$ cat src/rtl/serial_full_adder_if.sv
// serial_full_adder_if: request operands and registered result/handshake of the bit-serial adder
interface serial_full_adder_if #(parameter int WIDTH = 8);
  logic start;
  logic sub;
  logic cin;
  logic [WIDTH-1:0] a;
  logic [WIDTH-1:0] b;
  logic busy;
  logic done;
  logic [WIDTH-1:0] sum;
  logic cout;
  logic ovf;
  modport master (output start, sub, cin, a, b, input busy, done, sum, cout, ovf);
  modport slave (input start, sub, cin, a, b, output busy, done, sum, cout, ovf);
endinterface

$ cat src/rtl/serial_full_adder.sv
// serial_full_adder: one full-adder cell stepped over WIDTH bits LSB first, with add/sub, carry and overflow
module serial_full_adder #(
  parameter int WIDTH = 8
) (
  input logic clk,
  input logic rst,
  serial_full_adder_if.slave bus
);
  localparam int CW = $clog2(WIDTH);
  localparam logic [CW-1:0] LAST = CW'(WIDTH - 1);
  typedef enum logic [1:0] {IDLE, RUN, DONE} state_t;
  state_t state;
  logic [WIDTH-1:0] sa, sb;
  logic [WIDTH-2:0] res;
  logic [CW-1:0] cnt;
  logic carry, s_bit, c_bit;
  logic [WIDTH-1:0] res_next;
  assign s_bit = sa[0] ^ sb[0] ^ carry;
  assign c_bit = (sa[0] & sb[0]) | (carry & (sa[0] ^ sb[0]));
  assign res_next = {s_bit, res};
  always_ff @(posedge clk) begin
    if (rst) begin
      state <= IDLE;
      sa <= '0;
      sb <= '0;
      res <= '0;
      cnt <= '0;
      carry <= 1'b0;
      bus.busy <= 1'b0;
      bus.done <= 1'b0;
      bus.sum <= '0;
      bus.cout <= 1'b0;
      bus.ovf <= 1'b0;
    end else if (state != RUN && bus.start) begin
      state <= RUN;
      sa <= bus.a;
      sb <= bus.sub ? ~bus.b : bus.b;
      carry <= bus.sub | bus.cin;
      res <= '0;
      cnt <= '0;
      bus.busy <= 1'b1;
      bus.done <= 1'b0;
    end else if (state == RUN) begin
      sa <= sa >> 1;
      sb <= sb >> 1;
      carry <= c_bit;
      res <= res_next[WIDTH-1:1];
      cnt <= cnt + 1'b1;
      // carry still holds the carry into the MSB on the last bit
      if (cnt == LAST) begin
        state <= DONE;
        bus.busy <= 1'b0;
        bus.done <= 1'b1;
        bus.sum <= res_next;
        bus.cout <= c_bit;
        bus.ovf <= carry ^ c_bit;
      end
    end else begin
      state <= IDLE;
      bus.done <= 1'b0;
    end
  end
endmodule

$ cat src/flat_wrapper.sv
// flat-port wrapper written by rule: the top's interface ports become plain ports
module serial_full_adder_flat 
#(
  parameter int WIDTH = 8
)
  (clk, rst, bus_start, bus_sub, bus_cin, bus_a, bus_b, bus_busy, bus_done, bus_sum, bus_cout, bus_ovf);
  serial_full_adder_if #(.WIDTH(WIDTH)) bus_i ();
  input logic clk;
  input logic rst;
  input wire logic [$bits(bus_i.start)-1:0] bus_start;
  input wire logic [$bits(bus_i.sub)-1:0] bus_sub;
  input wire logic [$bits(bus_i.cin)-1:0] bus_cin;
  input wire logic [$bits(bus_i.a)-1:0] bus_a;
  input wire logic [$bits(bus_i.b)-1:0] bus_b;
  output wire logic [$bits(bus_i.busy)-1:0] bus_busy;
  output wire logic [$bits(bus_i.done)-1:0] bus_done;
  output wire logic [$bits(bus_i.sum)-1:0] bus_sum;
  output wire logic [$bits(bus_i.cout)-1:0] bus_cout;
  output wire logic [$bits(bus_i.ovf)-1:0] bus_ovf;
  assign bus_i.start = bus_start;
  assign bus_i.sub = bus_sub;
  assign bus_i.cin = bus_cin;
  assign bus_i.a = bus_a;
  assign bus_i.b = bus_b;
  assign bus_busy = bus_i.busy;
  assign bus_done = bus_i.done;
  assign bus_sum = bus_i.sum;
  assign bus_cout = bus_i.cout;
  assign bus_ovf = bus_i.ovf;
  serial_full_adder #(.WIDTH(WIDTH)) u_core (.clk(clk), .rst(rst), .bus(bus_i));
endmodule
$ cat config.mk
export PLATFORM = sky130hd
export DESIGN_NAME = serial_full_adder_flat
export DESIGN_NICKNAME = d
export VERILOG_FILES = /design/src/rtl/serial_full_adder_if.sv /design/src/rtl/serial_full_adder.sv /design/src/flat_wrapper.sv
export SDC_FILE = /design/constraint.sdc
export NUM_CORES = 1
export LEC_CHECK = 0
export CELL_PAD_IN_SITES_DETAIL_PLACEMENT = 2
export CELL_PAD_IN_SITES_GLOBAL_PLACEMENT = 2
export CORE_ASPECT_RATIO = 0.9
export CORE_MARGIN = 2
export CORE_UTILIZATION = 35
export CTS_BUF_LIST = sky130_fd_sc_hd__clkbuf_2 sky130_fd_sc_hd__clkbuf_4 sky130_fd_sc_hd__clkbuf_8
export DETAILED_ROUTE_END_ITERATION = 10
export GPL_ROUTABILITY_DRIVEN = 0
export PLACE_DENSITY = 0.95
export SETUP_SLACK_MARGIN = 0.4
export SYNTH_ARGS = -nofsm -noshare
export SYNTH_HDL_FRONTEND = slang
export SYNTH_SLANG_ARGS = --single-unit
$ cat constraint.sdc
create_clock -name clk -period 2.05 [get_ports clk]
set_input_delay 0.5125 -clock clk [delete_from_list [all_inputs] [get_ports clk]]
set_output_delay 0.5125 -clock clk [all_outputs]
set_load 0.01 [all_outputs]
## Word level (Yosys, flattened, before mapping)

Cells that the tools add are included.

- Logic and storage cells: 46
- Output and inout bits: 12
- Input port bits: 21
- Bits in registers: 40

- Mux-type cells: 13
- Bitwise operators: 10
- Equality and inequality tests: 4
- $add $sub $neg: 1
- Reductions and logical operators: 7

Operators with widths:

| kind | count |
|---|---|
| $mux W8 | 5 |
| $mux W1 | 8 |
| $not A8 Y8 | 1 |
| $reduce_bool A2 Y1 | 2 |
| $add A3 B1 Y3 const B | 1 |
| $eq A3 B3 Y1 const B | 1 |
| $ne A3 B2 Y1 const B | 1 |
| $reduce_and A3 Y1 | 1 |
| $reduce_or A3 Y1 | 1 |
| $xor A1 B1 Y1 | 3 |
| $and A1 B1 Y1 | 2 |
| $eq A2 B1 Y1 const B | 1 |
| $ne A2 B1 Y1 const B | 1 |
| $not A1 Y1 | 2 |
| $or A1 B1 Y1 | 2 |
| $reduce_and A2 Y1 | 1 |
| $reduce_or A2 Y1 | 1 |
| $logic_and A1 B1 Y1 | 1 |

## Longest topological paths before layout

- Word-level depth: 5
- Depth in mapped cells: 6
- Mapped depth without buffers: 5

## Worst setup path before layout

No wires, ideal clock.

- Path kind: reg2reg
- Start: reg u_core.cnt[0]
- End: reg u_core.bus.ovf
- Library setup time: 86 ps
- Required time: 1964 ps
- Arrival: 1180 ps
- Clock period less this slack: 1266 ps
- Buffers on the path: 1
- Setup slack: 784 ps
- Stages on the path, launching flop included: 6
- Cells stage by stage: dfxtp_1 > ha_1 > ha_1 > and3b_1 > buf_2 > a211oi_1

- Cells in the longest elaborated chain, start to end: 2

RTL lines:

| what | line | text |
|---|---|---|
| start, declared | serial_full_adder.sv:15 | `logic [CW-1:0] cnt;` |
| start signal, assigned | serial_full_adder.sv:48 | `cnt <= cnt + 1'b1;` |
| $eq A3 B3 Y1 | serial_full_adder.sv:50 | `if (cnt == LAST) begin` |
| $reduce_and A3 Y1 (no source line) | n/a |  |
| end signal, assigned | serial_full_adder.sv:56 | `bus.ovf <= carry ^ c_bit;` |
| end, declared | serial_full_adder_if.sv:14 | `modport slave (input start, sub, cin, a, b, output busy, done, sum, cout, ovf);` |

Every way passes these cells.
A chain may end at the register's enable or synchronous reset.

## Worst setup path in the final report

- Start: reg u_core.state[0]
- End: reg u_core.sb[6]

- Cells in the longest elaborated chain, start to end: 3
- Elaborated cells between the ends (all ways): 5
- Classes of those cells: eq/ne: 2; mux: 1; reduce/logical: 2

RTL lines:

| what | line | text |
|---|---|---|
| start, declared | serial_full_adder.sv:12 | `state_t state;` |
| start signal, assigned | serial_full_adder.sv:23 | `state <= IDLE;` |
| start signal, assigned | serial_full_adder.sv:35 | `state <= RUN;` |
| start signal, assigned | serial_full_adder.sv:51 | `state <= DONE;` |
| $ne A2 B1 Y1 | serial_full_adder.sv:34 | `end else if (state != RUN && bus.start) begin` |
| $logic_and A1 B1 Y1 | serial_full_adder.sv:34 |  |
| $mux W8 or $reduce_bool A2 Y1 (tied branches) | n/a |  |
| end signal, assigned | serial_full_adder.sv:37 | `sb <= bus.sub ? ~bus.b : bus.b;` |
| end signal, assigned | serial_full_adder.sv:45 | `sb <= sb >> 1;` |
| end, declared | serial_full_adder.sv:13 | `logic [WIDTH-1:0] sa, sb;` |

Several ways; a longest one is shown, not always the timed one.

==> impl_metrics.yaml <==
grt:
  grt_pass1_wl_um: 8521
  grt_pass1_vias: 1617
  grt_max_degree: 29
  antenna_found_initial: 0
  grt_util_all_layers: 0.2031
  grt.overflow.total: 0
setup_path:
  reg2reg_slack_ns: 0.52
  critPathMaxFanout: 19
  cp-start-kind: "register"
  endpoint_kind: "register"
  timing_worst_setup_path_type: "register to register"
  required_ns: 2.28
  worst_path_largest_cell_delay_ns: 0.44
  cp_top_family: "simple AND/OR/NAND/NOR gates"
  crit_path_top_delay_cell: "nor2b_2"
  crit_buf_inv: 1
  critPathArrivalTime_ns: 1.76
  crit_chain: "nor2b_2, buf_4, nand2_1, a21oi_1"
timing:
  fin_setup_tns_ns: 0
  hold_viol_final: 0
  fmax_mhz: 652.8
  fin_crit_sh: 0.7472
  finalSetupViolations: 0
  rsz0062_at_grt: "yes"
  maxSlewHeadroom: 0.6688
  worstMarginPinSlew_ns: 0.4969
  fin_worst_skew_ns: 0.007593
  slew_viol_final: 0
  finalCriticalPeriod_ns: 1.532
  whs_ns: 0.4587
cells_and_area:
  syn2layout_area_growth_pct: 25.59
  final_cell_mix: "nand2_1, dfxtp_1, a21oi_1, clkdlybuf4s50_1, nor2_1"
  n_antenna_cell: 0
  drive_gt1_frac: 0.1278
  stdcell_area_um2: 2205
  mostFrequentLayoutCell: "nand2_1"
  nets: 251
placed_design:
  io_buffers: 32
  place_area_um2: 2106
  place_hpwl_um: 3282
yosys:
  synthTopCellsByArea: "dfxtp_1, nand2_1, a21oi_1, xnor2_1, mux2i_1"
  async_flop_share: 0
  yosys.area.top_type: "dfxtp_1"
  synth-edff-count: 0
  synth.top_cell.area_share: 0.4562
  synth_seq_area_share: 0.4562
  ys.flop_type: "dfxtp_1"
  synth.distinct_cells: 26
  avgSynthCellArea_um2: 9.002
  synth_cells: 195
  syn_nets: 220
  synth_warnings: 0
  ys_ff_latch: 40
  synth_area_um2: 1755
floorplan:
  rows: 24
  die_h_um: 71.19
  start_util: 0.3631
  io_pins: 33
  die_w_um: 78.65
  core-area_um2: 4835
  dieArea_um2: 5599
clock_network:
  cts_buffers: 5
  h-tree-depth: 2
  cts-root-buf: "clkbuf_8"
  numClockSinks: 40
  clockBufferDepth: 2
  cts_tree: "yes"
  clock_latency_ns: 0.30
  cts_hold_buf: 0
  path_clk_slew_ns: 0.08
route:
  routed_wl_um: 5242
  drc_errors: 0
  drtIter0Drc: 80
  drtAntennaViolNets: 0
  wl_per_cell_um: 17.95
  via_count: 1461
  via_per_inst: 5.003
  dr.pass1.iters: 4
power_and_ir_drop:
  ir_drop_v: 0.0003513
  power_leakage_nw: 0.8707
  p_per_area_nw_per_um2: 740.1
job:
  max_cap_viol_count: 0
worst_hold_path:
  min_path_type: "register to register"
status:
  status: "finished, final reports clean"
kinds of logic after synthesis:
kind of cell    share of synthesized area
simple gates                       0.1611
compound gates                     0.1889
flops                              0.4562
buf+inv                           0.06557
xor+xnor                          0.04989
mux                               0.04562
fa+ha+maj                         0.03279
through the flow:
| stage | instances | util | setup slack [ns] | power [mW] |
|---|---|---|---|---|
| final | 292 | 0.4560 | 0.5182 | 1.632 |
| after detailed placement | 283 | 0.4356 | 0.07815 | 1.083 |
| after global placement | 283 | 0.4356 | 0.1604 | 1.066 |
| after global routing | 292 | 0.4560 | 0.3598 | 1.697 |
| after floorplan | 195 | - | 0.7844 | 1.004 |
| after CTS | 291 | 0.4516 | 0.4531 | 1.632 |
registers in the layout, summed over array words and instances (netlist names):
signal and count:
u_core.cnt 3, u_core.bus.ovf 1, u_core.bus.sum 8, u_core.res 7, u_core.bus.cout 1, u_core.sb 8, u_core.bus.busy 1, u_core.state 2
u_core.sa 8, u_core.carry 1
synth_stat cells (2+ instances only):
cell	instances
a211o_1	7
a211oi_1	8
a21oi_1	19
a21oi_2	9
buf_2	5
buf_4	5
buf_6	4
dfxtp_1	40
ha_1	3
mux2i_1	8
nand2_1	46
nand2b_1	2
nor2_1	17
xnor2_1	10
path summary, 6_finish.rpt:
check / cells past startpoint / end / start
worst min register to register: 2 / u_core.bus.sum[3] / u_core.bus.sum[3]
worst max-delay path: 4 / u_core.sb[6] / u_core.state[0]
worst max register to register: 4 / u_core.sb[6] / u_core.state[0]
worst min-delay path: 2 / u_core.bus.sum[3] / u_core.bus.sum[3]
worst reg2reg max path, stage by stage (launching register included):
cell and delay [ns]:
dfxtp_1 0.40, nor2b_2 0.44, buf_4 0.33, nand2_1 0.12, a21oi_1 0.17
report_power, final:
group,internal (mW),leakage (nW),switching [mW]
registers,0.813,0.327,0.0263
logic,0.110,0.493,0.119
clock network,0.269,0.0510,0.294
total,1.19,0.871,0.439
area by class of cell:
| cell class | instances | area [um^2] |
|---|---|---|
| Multi-Input combinational cell | 139 | 843.3 |
| Fill cell | 520 | 2630 |
| Tap cell | 65 | 81.33 |
| Sequential cell | 40 | 802.0 |
| Clock inverter | 2 | 10.01 |
| Clock buffer | 6 | 82.58 |
| Inverter | 1 | 3.754 |
| Timing Repair Buffer | 39 | 381.6 |
layer usage:
| layer | track usage | wire [um] |
|---|---|---|
| met1 | 0.2340 | 2293 |
| met2 | 0.3723 | 2732 |
| met3 | 0.03827 | 149 |
| met4 | 0.07602 | 68 |
| met5 | 0 | 0 |
repair_timing:
action | in CTS | in global routing
gates resized for setup | 14 | 1
buffers inserted | 0 | 1
setup endpoints to repair | 15 | 6
Power figures use the tool's default switching activity.
